`src/rtl/uart_pkg.sv`:
```
// Shared constants, state encodings and helpers for the memory-mapped UART.
package uart_pkg;

  localparam logic [31:0] UART_TXD_ADDR = 32'h4000_0018;
  localparam logic [31:0] UART_RXD_ADDR = 32'h4000_001C;
  localparam logic [31:0] UART_CON_ADDR = 32'h4000_0020;

  localparam int unsigned CON_TX_IE     = 32'd0;
  localparam int unsigned CON_RX_IE     = 32'd1;
  localparam int unsigned CON_RX_VALID  = 32'd2;
  localparam int unsigned CON_TX_DONE   = 32'd3;
  localparam int unsigned CON_TX_BUSY   = 32'd4;
  localparam int unsigned CON_OVERRUN   = 32'd5;
  localparam int unsigned CON_FRAME_ERR = 32'd6;

  localparam int unsigned UART_OSR = 32'd16;

  typedef enum logic [1:0] {
    ST_IDLE  = 2'd0,
    ST_START = 2'd1,
    ST_DATA  = 2'd2,
    ST_STOP  = 2'd3
  } uart_state_e;

  // Clocks per oversampling tick, never below one.
  function automatic int unsigned baud_div(input int unsigned clk_hz,
                                           input int unsigned baud,
                                           input int unsigned osr);
    int unsigned d;
    d = clk_hz / (baud * osr);
    return (d == 32'd0) ? 32'd1 : d;
  endfunction

endpackage

```
`src/rtl/uart_baud_tick.sv`:
```
// Free-running oversampling tick: a one-cycle pulse every DIV clocks.
module uart_baud_tick import uart_pkg::*; #(
  parameter int unsigned CLK_HZ = 32'd50000000,
  parameter int unsigned BAUD   = 32'd9600,
  parameter int unsigned OSR    = UART_OSR
) (
  input  logic clk,
  input  logic reset,
  output logic tick
);

  localparam int unsigned DIV = baud_div(CLK_HZ, BAUD, OSR);
  localparam int unsigned CW  = (DIV > 32'd1) ? $clog2(DIV) : 32'd1;

  logic [CW-1:0] cnt_r;
  logic          tick_r;

  // Divider counter with registered tick pulse
  always_ff @(posedge clk) begin
    if (reset) begin
      cnt_r  <= '0;
      tick_r <= 1'b0;
    end else if (cnt_r == CW'(DIV - 32'd1)) begin
      cnt_r  <= '0;
      tick_r <= 1'b1;
    end else begin
      cnt_r  <= cnt_r + CW'(1);
      tick_r <= 1'b0;
    end
  end

  assign tick = tick_r;

endmodule

```
`src/rtl/uart_peripheral.sv`:
```
// Memory-mapped UART: TXD/RXD/CON registers, 8N1 framing, 16x oversampled RX.
module uart_peripheral import uart_pkg::*; #(
  parameter int unsigned CLK_HZ = 32'd50000000,
  parameter int unsigned BAUD   = 32'd9600,
  parameter int unsigned OSR    = UART_OSR
) (
  input  logic        clk,
  input  logic        reset,
  input  logic        rd,
  input  logic        wr,
  input  logic [31:0] addr,
  input  logic [31:0] wdata,
  output logic [31:0] rdata,
  output logic        irq,
  input  logic        UART_RX,
  output logic        UART_TX
);

  localparam int unsigned    TW     = $clog2(OSR);
  localparam logic [TW-1:0]  T_LAST = TW'(OSR - 32'd1);
  localparam logic [TW-1:0]  T_MID  = TW'(OSR / 32'd2 - 32'd1);

  logic        tick_s;
  logic        tx_wr_s, con_wr_s, rxd_rd_s, con_rd_s;
  logic [31:0] con_s;
  logic        unused_s;

  logic        tx_ie_r, rx_ie_r, irq_r;
  logic        tx_busy_r, tx_done_r, tx_line_r;
  logic        rx_valid_r, overrun_r, frame_err_r;
  logic [7:0]  tx_byte_r, tx_shift_r, rx_data_r, rx_shift_r;
  logic [2:0]  tx_bit_r, rx_bit_r;
  logic [TW-1:0] tx_cnt_r, rx_cnt_r;
  uart_state_e tx_state_r, rx_state_r;
  logic        rx_meta_r, rx_sync_r, rx_prev_r, rx_hold_r;

  uart_baud_tick #(.CLK_HZ(CLK_HZ), .BAUD(BAUD), .OSR(OSR)) u_tick (
    .clk   (clk),
    .reset (reset),
    .tick  (tick_s)
  );

  assign tx_wr_s  = wr & (addr == UART_TXD_ADDR);
  assign con_wr_s = wr & (addr == UART_CON_ADDR);
  assign rxd_rd_s = rd & (addr == UART_RXD_ADDR);
  assign con_rd_s = rd & (addr == UART_CON_ADDR);
  assign unused_s = ^wdata[31:8];

  assign con_s = {25'd0, frame_err_r, overrun_r, tx_busy_r, tx_done_r,
                  rx_valid_r, rx_ie_r, tx_ie_r};

  // Bus read mux; reads have no data without rd
  always_comb begin
    rdata = 32'd0;
    if (rd) begin
      case (addr)
        UART_TXD_ADDR: rdata = {24'd0, tx_byte_r};
        UART_RXD_ADDR: rdata = {24'd0, rx_data_r};
        UART_CON_ADDR: rdata = con_s;
        default:       rdata = 32'd0;
      endcase
    end else begin
      rdata = 32'd0;
    end
  end

  // Interrupt enables and the registered interrupt line
  always_ff @(posedge clk) begin
    if (reset) begin
      tx_ie_r <= 1'b0;
      rx_ie_r <= 1'b0;
      irq_r   <= 1'b0;
    end else begin
      if (con_wr_s) begin
        tx_ie_r <= wdata[CON_TX_IE];
        rx_ie_r <= wdata[CON_RX_IE];
      end
      irq_r <= (tx_ie_r & tx_done_r) | (rx_ie_r & rx_valid_r);
    end
  end

  // TX FSM; a completion on the same edge as a CON read keeps tx_done set
  always_ff @(posedge clk) begin
    if (reset) begin
      tx_state_r <= ST_IDLE;
      tx_cnt_r   <= '0;
      tx_bit_r   <= 3'd0;
      tx_shift_r <= 8'd0;
      tx_byte_r  <= 8'd0;
      tx_line_r  <= 1'b1;
      tx_busy_r  <= 1'b0;
      tx_done_r  <= 1'b0;
    end else begin
      if (con_rd_s) tx_done_r <= 1'b0;
      case (tx_state_r)
        ST_IDLE: if (tx_wr_s) begin
          tx_byte_r  <= wdata[7:0];
          tx_shift_r <= wdata[7:0];
          tx_busy_r  <= 1'b1;
          tx_cnt_r   <= '0;
          tx_line_r  <= 1'b0;
          tx_state_r <= ST_START;
        end
        ST_START: if (tick_s) begin
          if (tx_cnt_r == T_LAST) begin
            tx_cnt_r   <= '0;
            tx_bit_r   <= 3'd0;
            tx_line_r  <= tx_shift_r[0];
            tx_state_r <= ST_DATA;
          end else begin
            tx_cnt_r <= tx_cnt_r + TW'(1);
          end
        end
        ST_DATA: if (tick_s) begin
          if (tx_cnt_r == T_LAST) begin
            tx_cnt_r <= '0;
            if (tx_bit_r == 3'd7) begin
              tx_line_r  <= 1'b1;
              tx_state_r <= ST_STOP;
            end else begin
              tx_bit_r   <= tx_bit_r + 3'd1;
              tx_shift_r <= {1'b0, tx_shift_r[7:1]};
              tx_line_r  <= tx_shift_r[1];
            end
          end else begin
            tx_cnt_r <= tx_cnt_r + TW'(1);
          end
        end
        ST_STOP: if (tick_s) begin
          if (tx_cnt_r == T_LAST) begin
            tx_cnt_r   <= '0;
            tx_busy_r  <= 1'b0;
            tx_done_r  <= 1'b1;
            tx_state_r <= ST_IDLE;
          end else begin
            tx_cnt_r <= tx_cnt_r + TW'(1);
          end
        end
        default: tx_state_r <= ST_IDLE;
      endcase
    end
  end

  // Two-flop synchroniser plus previous value for falling-edge detection
  always_ff @(posedge clk) begin
    if (reset) begin
      rx_meta_r <= 1'b1;
      rx_sync_r <= 1'b1;
      rx_prev_r <= 1'b1;
    end else begin
      rx_meta_r <= UART_RX;
      rx_sync_r <= rx_meta_r;
      rx_prev_r <= rx_sync_r;
    end
  end

  // RX FSM; flag sets are written after the read-clears so set wins
  always_ff @(posedge clk) begin
    if (reset) begin
      rx_state_r  <= ST_IDLE;
      rx_cnt_r    <= '0;
      rx_bit_r    <= 3'd0;
      rx_shift_r  <= 8'd0;
      rx_data_r   <= 8'd0;
      rx_valid_r  <= 1'b0;
      overrun_r   <= 1'b0;
      frame_err_r <= 1'b0;
      rx_hold_r   <= 1'b0;
    end else begin
      if (rxd_rd_s) rx_valid_r <= 1'b0;
      if (con_rd_s) begin
        overrun_r   <= 1'b0;
        frame_err_r <= 1'b0;
      end
      case (rx_state_r)
        ST_IDLE: begin
          rx_cnt_r  <= '0;
          rx_hold_r <= 1'b0;
          if (rx_prev_r & ~rx_sync_r) rx_state_r <= ST_START;
        end
        ST_START: if (tick_s) begin
          if (rx_cnt_r == T_MID) begin
            rx_cnt_r   <= '0;
            rx_bit_r   <= 3'd0;
            rx_state_r <= rx_sync_r ? ST_IDLE : ST_DATA;
          end else begin
            rx_cnt_r <= rx_cnt_r + TW'(1);
          end
        end
        ST_DATA: if (tick_s) begin
          if (rx_cnt_r == T_LAST) begin
            rx_cnt_r   <= '0;
            rx_shift_r <= {rx_sync_r, rx_shift_r[7:1]};
            rx_bit_r   <= rx_bit_r + 3'd1;
            if (rx_bit_r == 3'd7) rx_state_r <= ST_STOP;
          end else begin
            rx_cnt_r <= rx_cnt_r + TW'(1);
          end
        end
        ST_STOP: begin
          if (rx_hold_r) begin
            if (rx_sync_r) rx_state_r <= ST_IDLE;
          end else if (tick_s) begin
            if (rx_cnt_r == T_LAST) begin
              rx_cnt_r <= '0;
              if (rx_sync_r) begin
                rx_data_r  <= rx_shift_r;
                rx_valid_r <= 1'b1;
                if (rx_valid_r) overrun_r <= 1'b1;
                rx_state_r <= ST_IDLE;
              end else begin
                frame_err_r <= 1'b1;
                rx_hold_r   <= 1'b1;
              end
            end else begin
              rx_cnt_r <= rx_cnt_r + TW'(1);
            end
          end
        end
        default: rx_state_r <= ST_IDLE;
      endcase
    end
  end

  assign irq     = irq_r;
  assign UART_TX = tx_line_r;

endmodule

```
`config.mk`:
```
export PLATFORM = sky130hd
export DESIGN_NAME = uart_peripheral
export DESIGN_NICKNAME = d
export VERILOG_FILES = /design/src/rtl/uart_pkg.sv /design/src/rtl/uart_baud_tick.sv /design/src/rtl/uart_peripheral.sv
export SDC_FILE = /design/constraint.sdc
export NUM_CORES = 1
export LEC_CHECK = 0
export BUFFER_PORTS_ARGS = -buffer_cell sky130_fd_sc_hd__buf_2
export CAP_MARGIN = 5
export CORE_UTILIZATION = 30
export DETAILED_ROUTE_END_ITERATION = 6
export GPL_ROUTABILITY_DRIVEN = 0
export MAX_ROUTING_LAYER = met4
export PLACE_DENSITY = 0.49
export SLEW_MARGIN = 20
export SYNTH_ARGS = -nofsm -noshare
export SYNTH_HDL_FRONTEND = slang
export SYNTH_SLANG_ARGS = --single-unit
```
`constraint.sdc`:
```
create_clock -name clk -period 5.5 [get_ports clk]
set_clock_uncertainty 0.2 [all_clocks]
set_input_delay 0.275 -clock clk [delete_from_list [all_inputs] [get_ports clk]]
set_output_delay 0.275 -clock clk [all_outputs]
set_load 0.02 [all_outputs]
```
### Word-level counts from Yosys, hierarchy flattened

Cells that the tools add are included.

| storage, ports and cells | value |
|---|---|
| flip-flop bits (word level) | 73 |
| bits in latches | 0 |
| RAM bits | 0 |
| memory bits (read-only) | 0 |
| input port bits | 69 |
| output and inout bits | 34 |
| memories | 0 |

| cells by class | value |
|---|---|
| add/subtract/negate cells | 5 |
| multiply operators | 0 |
| div/mod/pow operators | 0 |
| magnitude comparators | 0 |
| equality and inequality tests | 34 |
| shift-type cells | 0 |
| multiplexer cells | 89 |
| bitwise operators | 10 |
| reduce and logical (&&, ||, !) cells | 22 |

Operator list:

| cell | count |
|---|---|
| 32-bit by 31-bit == test with 1-bit output (second input constant) | 3 |
| 2-bit 2-to-1 mux | 19 |
| 1-bit 2-to-1 mux | 37 |
| 32-bit 2-to-1 mux | 1 |
| 4-bit 2-to-1 mux | 8 |
| 8-bit 2-to-1 mux | 4 |
| 3-bit 2-to-1 mux | 9 |
| 8-bit case mux with 3 select lines | 1 |
| 2-bit != test (second input constant) | 11 |
| 2-bit case mux with 4 select lines | 2 |
| 4-bit case mux with 4 select lines | 1 |
| 8-bit case mux with 2 select lines | 1 |
| 8-bit AND reduction | 2 |
| 5-bit AND reduction | 3 |
| 2-bit by 1-bit != test with 1-bit output (second input constant) | 6 |
| 3-bit case mux with 2 select lines | 2 |
| 6-bit AND reduction | 2 |
| 2-bit nonzero test | 5 |
| 9-bit by 1-bit adder with 9-bit output (second input constant) | 1 |
| 9-bit == test (second input constant) | 1 |
| 4-bit by 1-bit adder with 4-bit output (second input constant) | 2 |
| 2-bit == test (second input constant) | 4 |
| 4-bit == test (second input constant) | 2 |
| 4-bit case mux with 2 select lines | 1 |
| other kinds (18) | 32 |

### Depth between registers and ports, before layout

| depth | value |
|---|---|
| depth after elaboration | 9 |
| gate-level depth with buffers | 8 |
| depth with buffers taken out | 7 |

### Hierarchy

A second synthesis with hierarchy kept.

| unflattened totals | value |
|---|---|
| cell total of the unflattened synthesis | 456 |
| area total of the unflattened synthesis | 3854.9 um2 |

Modules (own cells, without submodules):

| module | times used | cells an instance | area each (um2) |
|---|---|---|---|
| uart_peripheral | 1 | 409 | 3409.5 |
| uart_baud_tick | 1 | 47 | 445.4 |

### Worst setup path before layout

Ideal clock, no wire load.

| timing path | value |
|---|---|
| kind | input-to-output |
| start | input port addr[2] |
| end | output port rdata[7] |
| arrival time | 1.739 ns |
| data required time | 5.025 ns |
| slack | 3.286 ns |
| stages | 4 |
| path buffers | 1 |
| path through | buf_2 -> nor4b_4 -> o211ai_1 -> nor3_1 |

| between the ends | value |
|---|---|
| word-level cells in the longest chain between the ends | 3 |
| elaborated cells on any way between the ends | 5 |
| classes of those cells | 3 x eq/ne; 2 x mux |

RTL lines:

| what | RTL line | text |
|---|---|---|
| start: declaration | uart_peripheral.sv:11 | `input logic [31:0] addr,` |
| 32-bit by 31-bit == test with 1-bit output | uart_peripheral.sv:56 | `case (addr)` |
| 8-bit case mux with 3 select lines (*) | uart_peripheral.sv:56 |  |
| 32-bit 2-to-1 mux (*) | uart_peripheral.sv:55 | `if (rd) begin` |
| end: declaration | uart_peripheral.sv:13 | `output logic [31:0] rdata,` |

Mark *: on every way between the ends. The rest lies on a longest branch, timed or not.

### Final worst setup path

| timing path | value |
|---|---|
| start | register tx_state_r[0] |
| end | register tx_shift_r[0] |

| between the ends | value |
|---|---|
| word-level cells in the longest chain between the ends | 3 |
| elaborated cells on any way between the ends | 9 |
| classes of those cells | 5 x eq/ne; 1 x mux; 3 x reduce/logical |

RTL lines:

| what | RTL line | text |
|---|---|---|
| start: declaration | uart_peripheral.sv:34 | `uart_state_e tx_state_r, rx_state_r;` |
| start signal: assignment | uart_peripheral.sv:85 | `tx_state_r <= ST_IDLE;` |
| start signal: assignment | uart_peripheral.sv:102 | `tx_state_r <= ST_START;` |
| start signal: assignment | uart_peripheral.sv:109 | `tx_state_r <= ST_DATA;` |
| 2-bit == test or 2-bit logical NOT (tied branches) | uart_peripheral.sv:95 | `case (tx_state_r)` |
| 2-bit != test (no source line) (tied with other cells) | n/a |  |
| 5-bit AND reduction (no source line) | n/a |  |
| end signal: assignment | uart_peripheral.sv:98 | `tx_shift_r <= wdata[7:0];` |
| end signal: assignment | uart_peripheral.sv:122 | `tx_shift_r <= {1'b0, tx_shift_r[7:1]};` |
| end: declaration | uart_peripheral.sv:31 | `logic [7:0] tx_byte_r, tx_shift_r, rx_data_r, rx_shift_r;` |

Parallel ways exist; a longest one is shown, timed or not.
A chain may end at the register's enable or synchronous reset.

==> metrics.yaml <==
status: "finished clean"
period_needed_ps: 2720
crit_slowest_cell: "o22ai_2"
vias: 3253
place_area_um2: 4280
min_period_over_period_pct: 49.5
synth_compound_area_share_pct: 16.6
ys_async_sr_fraction_pct: 0
grt_usage_pct: 14.0
stdcell_area_um2: 4590
drt-total-wl_um: 8660
slowest_delay_ps: 670
crit_type: "reg -> reg"
drv_cap: 0
syn_avg_cell_area_um2: 8.81
cellLeakagePower_uw: 0.00171
fmax_ghz: 0.367
p_sw_share_pct: 29.0
tightest_slew_ps: 995
path_cells: "inv_1, ha_1, nand2b_1, o22ai_2, a21oi_1, a311oi_2"
synth_area_leaders: "dfxtp_1 37%, mux2i_1 6.5%, a21oi_1 5.8%"
route.detailed.drc: 0
grt_overflow: 0
start_util_pct: 31.1
switchingPower_uw: 403
synthXorXnorAreaFrac_pct: 1.54
power_density_nw_per_um2: 303
io_pins: 103
worstPathArrival_ps: 2770
grt_max_degree: 64
pwr-share-comb_pct: 16.4
path_buf_inv: 1
areaGrowthSynthToFinish_pct: 15.5
netlist_instances: 451
clk_path_buf_depth: 2
io_buffer_count: 54
finalSetupViolCount: 0
synth.cell_area_um2: 3980
rsz0062_at_grt: "false"
synth_seq_cells: 73
fp-row-count: 41
pwr-share-seq_pct: 41.3
vias_per_cell: 4.83
max_slew_margin_pct: 33.7
regArea_um2: 1460
cp_top_family: "compound AO/OA/AOI/OAI gates"
synth-seq-area-share_pct: 36.8
path_clk_slew_ps: 60
synthAdderAreaFrac_pct: 5.04
htreeDepth: 3
yosys.cell_types.count: 64
synth_top_area_share_pct: 36.8
cts_resized: 0
insertedDiodeCount: 0
tns_ps: 0
synth_edf_count: 0
die_w_um: 117
clock_power_share_pct: 42.3
nets: 582
vdd.ir_drop.worst_mv: 0.135
synth_ff_type: "dfxtp_1"
first_iter_violations: 153
worstSkewPairLatency_ps: 340
finalMaxSlewViolations: 0
grt_pass1_wl_um: 14200
routedWlPerCell_um: 12.9
grt_pass1_vias: 3015
dp_hpwl_um: 6220
internal_power_uw: 987
critPathCaptureType: "flip-flop"
postRouteAntennaNets: 0
crit_path_max_fanout: 17
cts_buffers: 9
synth_top_family_by_area: "simple AND/OR/NAND/NOR gates"
fillers: 1323
hold_viol_final: 0
drive_gt1_share_pct: 20.7
ys_warn_count: 0
clkSinkCount: 73
antenna_found_initial: 0
required_ps: 5550
hp-class: "in -> reg"
core_area_um2: 12800
cts-root-buf: "clkbuf_16"
firstDrtPassIters: 4
yosysTopAreaCell: "dfxtp_1"
die_area_um2: 13700
critPathLaunchType: "flip-flop"
tritoncts: "done"
multi_input_area_um2: 2280
synthMuxAreaShare_pct: 6.55
synthSimpleGateAreaFrac_pct: 25.2
die_y_um: 117
flip-flops by register name, summed over array words and instances (netlist names), 2 cells and up, named ones only:
register,flops
rx_bit_r,3
u_tick.cnt_r,9
rx_data_r,8
tx_cnt_r,4
tx_shift_r,8
tx_bit_r,3
tx_state_r,2
rx_shift_r,8
tx_byte_r,8
rx_cnt_r,4
cells by family after synthesis:
logic type | count (synthesis)
simple gates | 178
compound gates | 93
flops | 73
buf+inv | 57
mux | 26
fa+ha+maj | 16
xor+xnor | 7
other cells | 1
area by class of cell:
| cell class | instances | share of cell area (%) |
|---|---|---|
| Clock buffer | 9 | 4.91 |
| Clock inverter | 7 | 1.55 |
| Inverter | 12 | 0.981 |
| Multi-Input combinational cell | 344 | 49.6 |
| Sequential cell | 73 | 31.8 |
| Tap cell | 172 | 4.69 |
| Timing Repair Buffer | 57 | 6.43 |
power groups by stage:
stage                     Clock (uW)  Sequential [uW]  Combinational [uW]
after floorplan                    0              583                 193
after global placement             0              585                 222
after detailed placement           0              586                 226
after CTS                        602              574                 228
after global routing             624              578                 253
final                            588              574                 228
Yosys cell counts, types with 7 or more instances:
cell and count:
nand2b_1 8, a21oi_1 46, dfxtp_1 73, mux2i_1 26, nand3_1 25, clkbuf_1 11
ha_1 16, nand2_1 44, nor3_1 7, inv_1 9, o21ai_0 7, buf_4 25
nand3b_1 9, nor2_1 47, a311oi_2 7
stage by stage:
stage / power [uW] / setup WS, ps / hold WS [ps] / utilization [%] / instances
CTS: 1400 / 2770 / 7.01 / 35.9 / 674
floorplan: 776 / 3290 / 179 / - / 474
global placement: 807 / 2840 / 196 / 33.5 / 657
global route: 1450 / 2540 / 28.6 / 35.9 / 674
detailed placement: 812 / 2810 / 201 / 33.5 / 657
finish: 1390 / 2780 / 14.4 / 35.9 / 674
cells in the final DEF (no fill, tap or decap), types with 3 or more instances in the layout:
cell | netlist | routed
a21oi_1 | 46 | 46
conb_1 | 1 | 24
clkinvlp_4 | 0 | 3
nand2_1 | 44 | 44
and3_1 | 3 | 3
nand3_1 | 25 | 25
nor4_2 | 3 | 4
a21oi_2 | 3 | 3
inv_1 | 9 | 9
o21ai_0 | 7 | 7
nor2_1 | 47 | 47
or2_2 | 4 | 4
xor2_1 | 6 | 6
clkbuf_16 | 0 | 9
nand4_1 | 6 | 6
mux2i_1 | 26 | 26
nor3_1 | 7 | 7
nand2b_1 | 8 | 8
nor4_4 | 3 | 3
buf_2 | 5 | 54
a31oi_1 | 4 | 4
a311oi_2 | 7 | 7
ha_1 | 16 | 16
dfxtp_1 | 73 | 73
nand3b_1 | 9 | 9
what timing repair did:
action / CTS / global route
hold endpoints to repair: 1 / 0
setup buffers: 0 / 0
hold buffers: 1 / 0
path summary, 6_finish.rpt:
kind / start / endpoint / slack [ps] / cells after the start
setup / recovery: tx_state_r[0] / tx_shift_r[0] / 2780 / 6
hold / removal: wdata[2] / tx_byte_r[2] / 10 / 3
hold reg to reg: rx_meta_r / rx_sync_r / 210 / 1
setup reg to reg: tx_state_r[0] / tx_shift_r[0] / 2780 / 6
routing by layer:
layer	wire length [um]	vias to the layer above	track usage, %
met4	173	0	6.58
met1	4160	1502	17.2
li1	-	1657	-
met2	3920	81	22.0
met3	406	13	3.09
met5	0	-	-
worst min-delay path, stage by stage:
cell and delay (ps):
buf_2 100, mux2i_1 70, nor2_1 70
Note: power is estimated with default switching activity, not from simulation.
